[src/rtl/ydemux2_stream.sv]
// rtl/ydemux2_stream.sv - two-way stream demultiplexer with per-channel FIFOs; optional DEMUX_CHECK_EN adds proto_err
module ydemux2_stream #(
    parameter int SIZE  = 2,
    parameter int DEPTH = 2,
    parameter int CW    = 8
) (
    input  logic            clk,
    input  logic            rst,
    input  logic            in_valid,
    output logic            in_ready,
    input  logic [SIZE-1:0] in_data,
    input  logic            in_sel,
    output logic            out0_valid,
    input  logic            out0_ready,
    output logic [SIZE-1:0] out0_data,
    output logic            out1_valid,
    input  logic            out1_ready,
    output logic [SIZE-1:0] out1_data,
    output logic [CW-1:0]   cnt0,
`ifdef DEMUX_CHECK_EN
    output logic [CW-1:0]   cnt1,
    output logic            proto_err
`else
    output logic [CW-1:0]   cnt1
`endif
);

    localparam int AW   = (DEPTH > 1) ? $clog2(DEPTH) : 1;
    localparam int OCCW = AW + 1;

    logic [SIZE-1:0] mem0 [DEPTH];
    logic [SIZE-1:0] mem1 [DEPTH];
    logic [AW-1:0]   wr0, rd0, wr1, rd1;
    logic [OCCW-1:0] occ0, occ1;
    logic            full0, full1, empty0, empty1;
    logic            push0, push1, pop0, pop1;

    // Occupancy-derived status and handshakes; in_ready never looks at in_valid or the consumers
    always_comb begin
        full0    = (occ0 == OCCW'(DEPTH));
        full1    = (occ1 == OCCW'(DEPTH));
        empty0   = (occ0 == '0);
        empty1   = (occ1 == '0);
        in_ready = in_sel ? ~full1 : ~full0;
        push0    = in_valid & ~in_sel & ~full0;
        push1    = in_valid &  in_sel & ~full1;
        pop0     = ~empty0 & out0_ready;
        pop1     = ~empty1 & out1_ready;
    end

    // Head words are forced to zero while a channel is empty so stale storage never leaks out
    always_comb begin
        out0_valid = ~empty0;
        out1_valid = ~empty1;
        out0_data  = empty0 ? '0 : mem0[rd0];
        out1_data  = empty1 ? '0 : mem1[rd1];
    end

    // Channel 0 storage write; the array holds no control state so it is left out of reset
    always_ff @(posedge clk) begin
        if (push0) begin
            mem0[wr0] <= in_data;
        end
    end

    // Channel 1 storage write
    always_ff @(posedge clk) begin
        if (push1) begin
            mem1[wr1] <= in_data;
        end
    end

    // Channel 0 pointers, occupancy and accepted-word counter
    always_ff @(posedge clk) begin
        if (rst) begin
            wr0  <= '0;
            rd0  <= '0;
            occ0 <= '0;
            cnt0 <= '0;
        end else begin
            if (push0) begin
                wr0  <= wr0 + AW'(1);
                cnt0 <= cnt0 + CW'(1);
            end
            if (pop0) begin
                rd0 <= rd0 + AW'(1);
            end
            occ0 <= occ0 + OCCW'(push0) - OCCW'(pop0);
        end
    end

    // Channel 1 pointers, occupancy and accepted-word counter
    always_ff @(posedge clk) begin
        if (rst) begin
            wr1  <= '0;
            rd1  <= '0;
            occ1 <= '0;
            cnt1 <= '0;
        end else begin
            if (push1) begin
                wr1  <= wr1 + AW'(1);
                cnt1 <= cnt1 + CW'(1);
            end
            if (pop1) begin
                rd1 <= rd1 + AW'(1);
            end
            occ1 <= occ1 + OCCW'(push1) - OCCW'(pop1);
        end
    end

`ifdef DEMUX_CHECK_EN
    logic            stall_q;
    logic [SIZE-1:0] data_q;
    logic            sel_q;
    logic            violation;

    // A stalled word must be re-presented unchanged on the very next edge
    always_comb begin
        violation = stall_q & (~in_valid | (in_data != data_q) | (in_sel != sel_q));
    end

    // Capture the stalled word and latch any violation until reset
    always_ff @(posedge clk) begin
        if (rst) begin
            stall_q   <= 1'b0;
            data_q    <= '0;
            sel_q     <= 1'b0;
            proto_err <= 1'b0;
        end else begin
            stall_q <= in_valid & ~in_ready;
            data_q  <= in_data;
            sel_q   <= in_sel;
            if (violation) begin
                proto_err <= 1'b1;
            end
        end
    end
`endif

endmodule

[config.mk]
export PLATFORM = sky130hd
export DESIGN_NAME = ydemux2_stream
export DESIGN_NICKNAME = d
export VERILOG_FILES = /design/src/rtl/ydemux2_stream.sv
export SDC_FILE = /design/constraint.sdc
export NUM_CORES = 1
export LEC_CHECK = 0
export CORE_MARGIN = 2
export CORE_UTILIZATION = 50
export CTS_CLUSTER_DIAMETER = 120
export DETAILED_ROUTE_END_ITERATION = 7
export PLACE_DENSITY = 0.76
export SETUP_SLACK_MARGIN = 0.05
export SLEW_MARGIN = 20
export SYNTH_ARGS = -nofsm -noshare
export SYNTH_HDL_FRONTEND = slang
export SYNTH_SLANG_ARGS = --single-unit
[constraint.sdc]
create_clock -name clk -period 2 [get_ports clk]
set_input_delay 0.2 -clock clk [delete_from_list [all_inputs] [get_ports clk]]
set_output_delay 0.2 -clock clk [all_outputs]
set_load 0.1 [all_outputs]
==> flow_summary.json <==
{
  "dpl.cell_count": 223,
  "fin_area_mm2": 0.00194,
  "overflow": 0,
  "ctsRootBufferMaster": "clkbuf_4",
  "cts_buffers": 5,
  "clockBufferDepth": 2,
  "post_drt_wl_per_cell_um": 13.9,
  "syn_to_final_growth_pct": 25.0,
  "routed_via_density": 5.36,
  "cp-end-kind": "output port",
  "synth.avg_cell_area_um2": 9.81,
  "cts.sink_count": 34,
  "placed_cell_area_mm2": 0.00188,
  "port_buffers": 30,
  "gp_congestion": 0.795,
  "crit_type": "flop to output port",
  "grt_use_met2_pct": 35.1,
  "vdd_drop_max_uv": 455,
  "arrival_ns": 1.49,
  "holdPathStages": 2,
  "drc": 0,
  "cap_violations": 0,
  "yosys.area.top_type": "dfxtp_1",
  "start_kind": "flop",
  "yosys_register_bits": 34,
  "fmax_ghz": 0.591,
  "drive_above_1_share_pct": 23.7,
  "critPathCapture": "in_ready",
  "crit_start": "occ0[0]",
  "htree_levels": 2,
  "die_w_um": 59.7,
  "fin_worst_skew_ns": 0.0103,
  "final_core_util_pct": 64.5,
  "core-area_mm2": 0.00300,
  "clk_pin_slew_ns": 0.10,
  "stdcell_count": 231,
  "dieArea_mm2": 0.00356,
  "grt_first_pass_wirelength_mm": 5.23,
  "synth_top_area_share_pct": 33.6,
  "syn-cell-area_mm2": 0.00155,
  "num_io_pins": 31,
  "p_leak_nw": 0.783,
  "setup-tns-final_ns": 0,
  "cts_resized": 0,
  "yosysSeqAreaShare_pct": 49.1,
  "place_ws_ns": 0.157,
  "rows": 20,
  "routed_wirelength_mm": 3.21,
  "power_mw": 2.37,
  "netlist_top_cells_count": "nor2_1, dfxtp_1, xnor2_1, xor2_1, edfxtp_1",
  "nets": 209,
  "grt_usage_pct": 19.8,
  "postCtsSetupBuffers": 0,
  "min_period_ns": 1.69,
  "rsz0062_at_grt": "false",
  "syn_inst": 158,
  "r2r_slack_ns": 0.32,
  "antenna_found_initial": 0,
  "p_per_area_mw_per_mm2": 1220,
  "yosys_warnings": 0,
  "use_met3_pct": 4.55,
  "ant_nets": 0,
  "grt_pass1_vias": 1254,
  "antennaDiodeCount": 0,
  "worstHoldStart": "cnt0[7]",
  "cp_max_fo": 8,
  "worstReg2RegStart": "occ1[0]",
  "synth_top_flop_cell": "dfxtp_1",
  "hold_viol_final": 0,
  "ys_top_cells_by_area": "dfxtp_1, edfxtp_1, nor2_1, xnor2_1, xor2_1",
  "relSlewSlack_pct": 71.5,
  "min_path_type": "flop to flop",
  "dp_hpwl_mm": 2.45,
  "timing.final.crit_share_pct": 84.6,
  "drtIter0Drc": 20,
  "grt-busiest-layer": "met2",
  "timing.final.ws_setup_ns": 0.308,
  "start_util_pct": 51.6,
  "yosysMostFrequentCell": "nor2_1",
  "synth_nets": 170,
  "synth_enable_flop_cells": 8,
  "met1_usage_pct": 21.8,
  "reg2reg_depth": 6,
  "regToRegEndpoint": "occ1[1]",
  "insertion_delay_ns": 0.33,
  "setup_viol": 0,
  "die_h_um": 59.7,
  "vias": 1239,
  "grt_max_degree": 15,
  "cts_tree": "done",
  "drv_slew": 0,
  "postCtsHoldBufs": 0,
  "hold-worst-slack_ns": 0.508,
  "worstMarginPinSlew_ns": 0.423,
  "status": "finished clean",
  "drt_first_pass_iters": 4,
  "crit_required_ns": 1.80,
  "async_flop_share_pct": 0,
  "yosysUniqueCellTypes": 35
}
[logic make-up after synthesis]
group                      synth area share (%)
AOI/OAI and AO/OA                          4.84
xor gates and xnor gates                   10.2
adders and majority gates                  3.23
buffers and inverters                      3.31
DFF                                        49.1
muxes                                      3.95
and+or+nand+nor                            25.4
[layout by cell type, fill, tap and decap left out, types with 2 or more instances in the layout]
cell type / count
and2_1: 3
inv_1: 5
nand2_1: 3
nand4_1: 5
mux2i_1: 5
ha_1: 4
and3_1: 4
xor2_1: 9
and4_1: 3
edfxtp_1: 8
dfxtp_1: 26
xnor2_1: 9
nand3_1: 7
o21ai_0: 5
clkdlybuf4s50_1: 7
nor3_1: 4
clkbuf_4: 5
nor2_1: 27
buf_4: 30
nand2b_1: 2
nor2b_1: 4
a21oi_1: 4
nor4_2: 2
[worst min path at each step]
stage	end	slack, ns
3_3_place_gp	cnt0[7]	0.47
2_1_floorplan	mem0[0][0]	0.30
6_report	cnt0[7]	0.51
4_1_cts	cnt0[7]	0.51
5_1_grt	mem0[0][0]	0.54
3_5_place_dp	cnt0[7]	0.49
[layout make-up]
type / count / area, um^2
clock buffers: 7 / 55.1
clock inverters: 1 / 5.00
fillers: 259 / 1060
inverters: 5 / 18.8
multi-input cells: 113 / 742
flip-flops and latches: 34 / 761
well taps: 33 / 41.3
repair buffers: 38 / 315
[worst max-delay path, stage by stage (launching register included)]
cell and delay (ns):
dfxtp_1 0.43, nand2b_1 0.15, buf_4 0.16, nor2_1 0.06
a21oi_2 0.17, buf_12 0.20
[routing by layer]
layer	up-vias	share of wire (%)	wire length, um
met5	-	0	0
met4	0	2.6	84
met3	8	3.6	116
met2	22	51	1650
met1	589	42	1360
li1	620	-	-
[flip-flops by register name, indices dropped and copies added, names as in the netlist, named ones only]
| register | flops |
|---|---|
| cnt0 | 8 |
| cnt1 | 8 |
| mem0 | 4 |
| mem1 | 4 |
| occ0 | 2 |
| occ1 | 2 |
| rd0 | 1 |
| rd1 | 1 |
| wr0 | 1 |
| wr1 | 1 |
[power by group]
group | internal (mW) | switching (mW) | leakage [nW] | total (mW)
registers | 0.792 | 0.0894 | 0.285 | 0.881
logic | 0.299 | 0.794 | 0.463 | 1.09
clock network | 0.170 | 0.225 | 0.0353 | 0.395
Note: power is estimated with default switching activity, not from simulation.
